### config.mk
export PLATFORM = sky130hd
export DESIGN_NAME = mem_arbiter
export DESIGN_NICKNAME = d
export VERILOG_FILES = /design/src/rtl/mem_arbiter_pkg.sv /design/src/rtl/mem_arbiter_rr_arb2.sv /design/src/rtl/mem_arbiter.sv
export SDC_FILE = /design/constraint.sdc
export NUM_CORES = 1
export LEC_CHECK = 0
export CORE_MARGIN = 2
export CORE_UTILIZATION = 21
export CTS_BUF_LIST = sky130_fd_sc_hd__clkbuf_16
export CTS_CLUSTER_SIZE = 14
export DETAILED_ROUTE_END_ITERATION = 12
export PLACE_DENSITY = 0.91
export SLEW_MARGIN = 0
export SYNTH_ARGS = -nofsm -noshare
export SYNTH_HDL_FRONTEND = slang
export SYNTH_HIERARCHICAL = 1
export SYNTH_SLANG_ARGS = --single-unit
### constraint.sdc
create_clock -name CLK -period 3.2 [get_ports CLK]
set_clock_uncertainty 0.2 [all_clocks]
set_input_delay 0.8 -clock CLK [delete_from_list [all_inputs] [get_ports CLK]]
set_output_delay 0.8 -clock CLK [all_outputs]
set_load 0.02 [all_outputs]
### src/rtl/mem_arbiter_pkg.sv
// Shared definitions for the memory arbiter: FSM states, requester ids,
// address-legality limit and the legality helper.
package mem_arbiter_pkg;

    localparam int DATA_W  = 16;
    localparam int ADDR_W  = 16;
    localparam int WORD_AW = 10;

    typedef enum logic [0:0] {
        IDLE    = 1'b0,
        RD_WAIT = 1'b1
    } arb_state_e;

    // Requester ids double as bit positions in the request/grant vectors
    localparam logic REQ_FETCH = 1'b0;
    localparam logic REQ_DATA  = 1'b1;

    // First byte address outside the 1024x16 memory
    localparam logic [ADDR_W-1:0] ADDR_LIMIT = 16'h0800;

    // A byte address is usable only if it is inside the memory and word aligned
    function automatic logic addr_legal(input logic [ADDR_W-1:0] addr);
        return (addr < ADDR_LIMIT) && (addr[0] == 1'b0);
    endfunction

endpackage

### src/rtl/mem_arbiter_rr_arb2.sv
// Two-input round-robin arbiter. The grant is combinational so the winner
// can own the memory in the same cycle; the pointer remembers who should be
// favoured next time both requesters collide.
module rr_arb2
    import mem_arbiter_pkg::*;
(
    input  logic       clk,
    input  logic       rst_n,
    input  logic [1:0] req,
    input  logic       advance,
    output logic [1:0] gnt
);

    logic       ptr_r;
    logic [1:0] gnt_s;

    // Pick a single winner; on a collision the pointer breaks the tie
    always_comb begin
        gnt_s = 2'b00;
        case (req)
            2'b01: gnt_s = 2'b01;
            2'b10: gnt_s = 2'b10;
            2'b11: begin
                if (ptr_r == REQ_DATA) begin
                    gnt_s = 2'b10;
                end else begin
                    gnt_s = 2'b01;
                end
            end
            default: gnt_s = 2'b00;
        endcase
    end

    assign gnt = gnt_s;

    // After any grant, favour the requester that was not just served
    always_ff @(posedge clk) begin
        if (!rst_n) begin
            ptr_r <= REQ_FETCH;
        end else if (advance && (gnt_s != 2'b00)) begin
            ptr_r <= gnt_s[REQ_FETCH] ? REQ_DATA : REQ_FETCH;
        end else begin
            ptr_r <= ptr_r;
        end
    end

endmodule

### src/rtl/mem_arbiter.sv
// Memory arbiter: shares one single-port 1024x16 memory between the
// instruction-fetch port (read only) and the data port (read/write).
// Grants and the memory address are produced in the request cycle; read
// data is returned the following cycle straight from the memory output.
module mem_arbiter
    import mem_arbiter_pkg::*;
#(
    parameter int DATA_W_P  = DATA_W,
    parameter int ADDR_W_P  = ADDR_W,
    parameter int WORD_AW_P = WORD_AW
) (
    input  logic                 CLK,
    input  logic                 Reset,
    input  logic                 FReq,
    input  logic [ADDR_W_P-1:0]  FAddr,
    output logic                 FGnt,
    output logic                 FRvalid,
    output logic [DATA_W_P-1:0]  FRdata,
    output logic                 FErr,
    input  logic                 DReq,
    input  logic [ADDR_W_P-1:0]  DAddr,
    input  logic [DATA_W_P-1:0]  DWdata,
    input  logic                 DWe,
    output logic                 DGnt,
    output logic                 DRvalid,
    output logic [DATA_W_P-1:0]  DRdata,
    output logic                 DErr,
    output logic [WORD_AW_P-1:0] MemAddr,
    output logic [DATA_W_P-1:0]  MemData,
    output logic                 MemWrite,
    input  logic [DATA_W_P-1:0]  MemQ,
    output logic                 Overflow
);

    arb_state_e          state_r;
    logic                f_rvalid_r;
    logic                d_rvalid_r;
    logic                f_err_r;
    logic                d_err_r;
    logic                overflow_r;

    logic [1:0]          req_s;
    logic [1:0]          gnt_s;
    logic                f_win_s;
    logic                d_win_s;
    logic                any_win_s;
    logic [ADDR_W_P-1:0] win_addr_s;
    logic                legal_s;
    logic                is_read_s;

    // Requests are only visible in IDLE and never while reset is held
    assign req_s = {DReq, FReq} & {2{(state_r == IDLE) && Reset}};

    rr_arb2 u_rr_arb2 (
        .clk     (CLK),
        .rst_n   (Reset),
        .req     (req_s),
        .advance (any_win_s),
        .gnt     (gnt_s)
    );

    assign f_win_s   = gnt_s[REQ_FETCH];
    assign d_win_s   = gnt_s[REQ_DATA];
    assign any_win_s = f_win_s | d_win_s;

    // Steer the winner's address and classify the access
    always_comb begin
        win_addr_s = '0;
        legal_s    = 1'b0;
        is_read_s  = 1'b0;
        if (d_win_s) begin
            win_addr_s = DAddr;
            legal_s    = addr_legal(DAddr);
            is_read_s  = legal_s && !DWe;
        end else if (f_win_s) begin
            win_addr_s = FAddr;
            legal_s    = addr_legal(FAddr);
            is_read_s  = legal_s;
        end else begin
            win_addr_s = '0;
            legal_s    = 1'b0;
            is_read_s  = 1'b0;
        end
    end

    // Memory side: parked at zero unless someone holds the grant; an
    // illegal write must never reach the memory
    always_comb begin
        MemAddr  = '0;
        MemData  = '0;
        MemWrite = 1'b0;
        if (any_win_s) begin
            MemAddr  = win_addr_s[WORD_AW_P:1];
            MemData  = d_win_s ? DWdata : '0;
            MemWrite = d_win_s && DWe && legal_s;
        end else begin
            MemAddr  = '0;
            MemData  = '0;
            MemWrite = 1'b0;
        end
    end

    // Control FSM: reads park in RD_WAIT for the memory latency, writes and
    // rejected requests stay in IDLE; response strobes last one cycle
    always_ff @(posedge CLK) begin
        if (!Reset) begin
            state_r    <= IDLE;
            f_rvalid_r <= 1'b0;
            d_rvalid_r <= 1'b0;
            f_err_r    <= 1'b0;
            d_err_r    <= 1'b0;
            overflow_r <= 1'b0;
        end else begin
            f_rvalid_r <= 1'b0;
            d_rvalid_r <= 1'b0;
            f_err_r    <= 1'b0;
            d_err_r    <= 1'b0;
            case (state_r)
                IDLE: begin
                    if (is_read_s) begin
                        state_r    <= RD_WAIT;
                        f_rvalid_r <= f_win_s;
                        d_rvalid_r <= d_win_s;
                    end else begin
                        state_r <= IDLE;
                    end
                    if (any_win_s && !legal_s) begin
                        f_err_r    <= f_win_s;
                        d_err_r    <= d_win_s;
                        overflow_r <= 1'b1;
                    end
                end
                RD_WAIT: begin
                    state_r <= IDLE;
                end
                default: begin
                    state_r <= IDLE;
                end
            endcase
        end
    end

    assign FGnt     = f_win_s;
    assign DGnt     = d_win_s;
    assign FRvalid  = f_rvalid_r;
    assign DRvalid  = d_rvalid_r;
    assign FErr     = f_err_r;
    assign DErr     = d_err_r;
    assign Overflow = overflow_r;

    // Read data comes straight off the memory but is forced to zero when not valid
    assign FRdata = f_rvalid_r ? MemQ : '0;
    assign DRdata = d_rvalid_r ? MemQ : '0;

endmodule

* Word level (Yosys, flattened, before mapping)
Cells that the tools add are included.
Operators by class: eq/ne operators 3, multiplexer cells 16, reduce and logical (&&, ||, !) cells 14, magnitude comparators 2, bitwise logic cells 8
Operators by type and width (count):
- $mux W16 | 4
- $lt A16 B12 Y1 const B | 2
- $mux W11 | 2
- $mux W10 | 1
- $logic_and A1 B1 Y1 | 8
- $mux W1 | 6
- $not A1 Y1 | 6
- $pmux W2 S3 | 1
- $reduce_or A3 Y1 | 2
- $eq A2 B2 Y1 const B | 2
- $and A2 B2 Y2 | 1
- $eq A2 B1 Y1 const B | 1
- $logic_not A1 Y1 | 2
- $mux W2 | 1
- $pmux W1 S2 | 1
- $reduce_and A2 Y1 | 1
- $reduce_bool A2 Y1 | 1
- $or A1 B1 Y1 | 1
Word-level totals: output and inout port bits 66, input port bits 69, register bits 7, logic and storage cells 50

* Depth between registers and ports, before layout
depth after elaboration 11, depth in mapped cells 6, depth with buffers taken out 6

* Hierarchy
Netlist, hierarchy kept.
By module, submodules not included:
- mem_arbiter | area each 703.2 um^2, instances 1, cells an instance 95
- rr_arb2 | area each 61.3 um^2, instances 1, cells an instance 7

* Least setup slack after synthesis
OpenSTA, ideal clock, no wires.
path type input port to output port, from input port Reset, to output port MemData[10], required time 2200 ps, data arrival time 2625 ps, stages 6, path slack -425 ps, cells stage by stage nor2b_1 > and2_1 > a21boi_0 > buf_2 > clkbuf_1 > and2_1
Between the ends: word-level cells in the longest chain between the ends 6, elaborated cells on any way between the ends 9, classes of those cells 3 x eq/ne; 3 x mux; 2 x bitwise; 1 x reduce/logical
Ends and longest elaborated chain:
- from (decl) | RTL line mem_arbiter.sv:13 | input logic Reset,
- $logic_and A1 B1 Y1 * | RTL line mem_arbiter.sv:52 | assign req_s = {DReq, FReq} & {2{(state_r == IDLE) && Reset}};
- $and A2 B2 Y2 * | RTL line mem_arbiter.sv:52
- net req_s[1] | RTL line mem_arbiter.sv:42 | logic [1:0] req_s;
- $eq A2 B2 Y1 or $eq A2 B1 Y1 (tied branches) | RTL line mem_arbiter_rr_arb2.sv:20 | case (req)
- $pmux W2 S3 * | RTL line mem_arbiter_rr_arb2.sv:20
- net DGnt | RTL line mem_arbiter.sv:24 | output logic DGnt,
- $mux W16 or $or A1 B1 Y1 (tied branches) | RTL line mem_arbiter.sv:94, mem_arbiter.sv:64
- $mux W16 * | RTL line mem_arbiter.sv:92 | if (any_win_s) begin
- to (decl) | RTL line mem_arbiter.sv:29 | output logic [DATA_W_P-1:0] MemData,
The timed path passes the listed nets; every way through them passes the cells marked *.

* Worst setup path in the final report
from input port DAddr[12], to output port MemWrite
Between the ends: word-level cells in the longest chain between the ends 5
Ends and longest elaborated chain:
- from (decl) | RTL line mem_arbiter.sv:21 | input logic [ADDR_W_P-1:0] DAddr,
- $lt A16 B12 Y1 | RTL line mem_arbiter_pkg.sv:23 | return (addr < ADDR_LIMIT) && (addr[0] == 1'b0);
- $logic_and A1 B1 Y1 | RTL line mem_arbiter_pkg.sv:23
- $mux W1 | RTL line mem_arbiter.sv:71 | if (d_win_s) begin
- $logic_and A1 B1 Y1 | RTL line mem_arbiter.sv:95 | MemWrite = d_win_s && DWe && legal_s;
- $mux W1 | RTL line mem_arbiter.sv:92
- to (decl) | RTL line mem_arbiter.sv:30 | output logic MemWrite,
No other way between the ends.

==> out/metrics.csv <==
stage,metric,value,unit
setup_path,worst_ep_required_time,2.20,ns
timing,finalCritPeriodShare,97.6,%
grt,antenna_found_initial,0,
setup_path,crit_arrival,2.12,ns
floorplanning,ios,135,
timing,slew_viol_final,0,
setup_path,reg2reg_slack,1.16,ns
yosys,syn-num-nets,171,
finish,filler_cell_count,275,
drt,drt_iter0_drc,30,
finish,area_growth_syn_to_layout,210,%
finish,nets,319,
setup_path,crit_path_max_incr_delay,0.46,ns
drt,via_per_inst,4.36,
drt,vias,1286,
drt,drtPass1Iterations,4,
floorplanning,coreArea,0.00342,mm²
pwr,internal_power,387,µW
clock_network,clk_latency,0.22,ns
drt,drc,0,
yosys,syn_inst,102,
place,port_buffers,134,
grt,grt_start_max_net_pins,18,
drt,ant_nets,0,
floorplanning,die_x,64.3,µm
timing,fmax,320,MHz
job,cap_violations,0,
floorplanning,initial_core_util,22.4,%
clock_network,cts_tree,built,
pwr,p_switching,120,µW
setup_path,end_kind,primary output,
setup_path,crit_slowest_cell,clkdlybuf4s50_1,
floorplanning,rows,21,
yosys,ys_types,24,
yosys,netlist_area,764,µm²
place,gp_congestion,0.801,
timing,finalCriticalPeriod,3.12,ns
clock_network,path_clk_slew,0.04,ns
clock_network,clockBufferDepth,2,
clock_network,cts_root_buf,clkbuf_16,
pwr,p_leak,1.02,nW
setup_path,cp_cell_sequence,clkdlybuf4s50_1 > nor4_4 > and3_4 > and3_1 > buf_2,
timing,max_slew_margin,73.4,%
place,pre_cts_ws,-0.762,ns
pwr,switching_share,23.7,%
timing,finalHoldViolations,0,
clock_network,cts-buffers-inserted,3,
grt,grtUsageTotal,17.5,%
pwr,vdd_drop_max,206,µV
pwr,comb_power_share,41.1,%
floorplanning,die_y,64.3,µm
pwr,p_per_area,214,mW/mm²
yosys,synth_area_per_cell,7.49,µm²
yosys,yosysSeqAreaShare,18.3,%
clock_network,htree_levels,1,
yosys,ys_seq_elements,7,
drt,wire_per_inst,12.5,µm
status,status,completed,
setup_path,cp-start-kind,input port,
yosys,yosys_warnings,6,
setup_path,cpLargestDelayFamily,simple AND/OR/NAND/NOR gates,
pwr,p_clk_share,40.6,%
setup_path,worstPathMaxFanout,2,
setup_path,worst-setup-path-type,in -> out,
grt,grt-ovfl-total,0,
finish,drive_gt1_share,22.9,%
timing,setup_ws,0.0772,ns
drt,drt_wl_total,3.68,mm
pwr,power_frac_seq,18.4,%
finish,final_core_util,69.4,%
finish,antennaDiodeCount,0,
min_path,hp-class,reg -> reg,
grt,grt_pass1_vias,1309,
grt,grt_pass1_wl,5.83,mm
place,hpwl,3.10,mm
timing,rsz0062_at_grt,no,
timing,tightest_slew,0.399,ns
clock_network,cts_hold_buffers,0,
setup_path,crit_buf_inv,2,
floorplanning,die_area,0.00414,mm²
timing,setup_violations,0,
clock_network,cts.sinks,7,
==> sequential cells by signal, summed over array words and instances (netlist names) <==
| register | cells |
|---|---|
| DErr | 1 |
| DRvalid | 1 |
| FErr | 1 |
| FRvalid | 1 |
| Overflow | 1 |
| state_r | 1 |
| u_rr_arb2/ptr_r | 1 |
==> tightest hold or removal path, stage by stage, from the launching register on <==
cell	delay [ns]
dfxtp_1	0.30
nand2_1	0.05
o31ai_1	0.06
==> synth_stat cells <==
| master | number | area share, % |
|---|---|---|
| a211oi_2 | 1 | 1.6 |
| a21boi_0 | 2 | 2.0 |
| a21oi_1 | 1 | 0.65 |
| a22o_1 | 10 | 11 |
| a31o_1 | 1 | 1.1 |
| and2_1 | 50 | 41 |
| and3_1 | 2 | 1.6 |
| and3_2 | 1 | 0.98 |
| and4b_1 | 1 | 1.3 |
| buf_2 | 2 | 1.3 |
| clkbuf_1 | 4 | 2.0 |
| dfxtp_1 | 7 | 18 |
| inv_1 | 3 | 1.5 |
| nand2_1 | 3 | 1.5 |
| nand2b_1 | 1 | 0.82 |
| nand3_1 | 1 | 0.65 |
| nand4b_2 | 1 | 2.0 |
| nor2_1 | 2 | 0.98 |
| nor2b_1 | 2 | 1.6 |
| nor3_1 | 1 | 0.65 |
| nor4_1 | 3 | 2.5 |
| nor4_4 | 1 | 2.8 |
| o31ai_1 | 1 | 0.98 |
| or2_2 | 1 | 0.82 |
==> stage by stage <==
stage	power, mW	instance area [µm²]	std cells	TNS, ns	hold WS [ns]
2_1_floorplan	0.154	772	102	-0.0686	0.301
3_3_place_gp	0.289	2210	285	-20.08	0.245
3_5_place_dp	0.292	2210	285	-20.28	0.253
4_1_cts	0.510	2360	294	0	0.265
5_1_grt	0.531	2370	295	0	0.305
6_report	0.507	2370	295	0	0.264
==> layer usage <==
metal  GRT usage [%]  up-vias  share of wire [%]
li1                -      639                  -
met1            16.3      559                 33
met2            36.8       84                 56
met3            3.87        4                9.4
met4            4.79        0                1.3
met5               0        -                  0
==> repair_timing <==
action                                  in CTS  in global routing
endpoints found under the setup margin      29                 21
cloned                                       2                  0
pin swaps                                    4                  4
buffers inserted                             3                  1
resized for setup                          137                  4
==> kinds of logic after synthesis <==
kind of cell,synth area share (%)
AND/OR/NAND/NOR,59.1
AO/OA/AOI/OAI,17.8
buffers and inverters,4.75
flip-flops,18.3
==> layout by cell type (no fill, tap or decap), drive strengths merged <==
| cell type | instances |
|---|---|
| clkdlybuf4s15 | 9 |
| and2 | 50 |
| nand2 | 3 |
| nand2b | 1 |
| dlymetal6s2s | 1 |
| a22o | 10 |
| nor4 | 4 |
| nor3 | 1 |
| dfxtp | 7 |
| a211oi | 1 |
| nor2 | 2 |
| or2 | 1 |
| dlygate4sd2 | 3 |
| a21boi | 2 |
| and3 | 3 |
| nand4b | 1 |
| a21oi | 1 |
| clkdlybuf4s50 | 102 |
| nand3 | 1 |
| and4b | 1 |
| clkbuf | 4 |
| buf | 33 |
| o31ai | 1 |
| nor2b | 2 |
| inv | 4 |
| a31o | 1 |
==> power groups by stage <==
stage	Clock, mW	Combinational [mW]	Sequential [mW]
after floorplan	0	0.0573	0.0969
after global placement	0	0.195	0.0939
after detailed placement	0	0.198	0.0940
after CTS	0.210	0.208	0.0928
after global routing	0.216	0.222	0.0935
final	0.206	0.208	0.0931
==> cell type report <==
| cell class | count | area (µm²) | area share (%) |
|---|---|---|---|
| Inverter | 3 | 11.3 | 0.475 |
| Timing Repair Buffer | 149 | 1450 | 61.1 |
| Sequential cell | 7 | 140 | 5.91 |
| Clock inverter | 1 | 3.75 | 0.158 |
| Multi-Input combinational cell | 86 | 634 | 26.8 |
| Tap cell | 46 | 57.6 | 2.43 |
| Clock buffer | 3 | 75.1 | 3.17 |
==> final timing paths <==
kind,cells past startpoint,startpoint,to
worst max register to register,8,state_r,u_rr_arb2/ptr_r
worst min-delay path,2,Overflow,Overflow
worst max-delay path,5,DAddr[12],MemWrite
worst min register to register,2,Overflow,Overflow
Note: power is estimated with default switching activity, not from simulation.
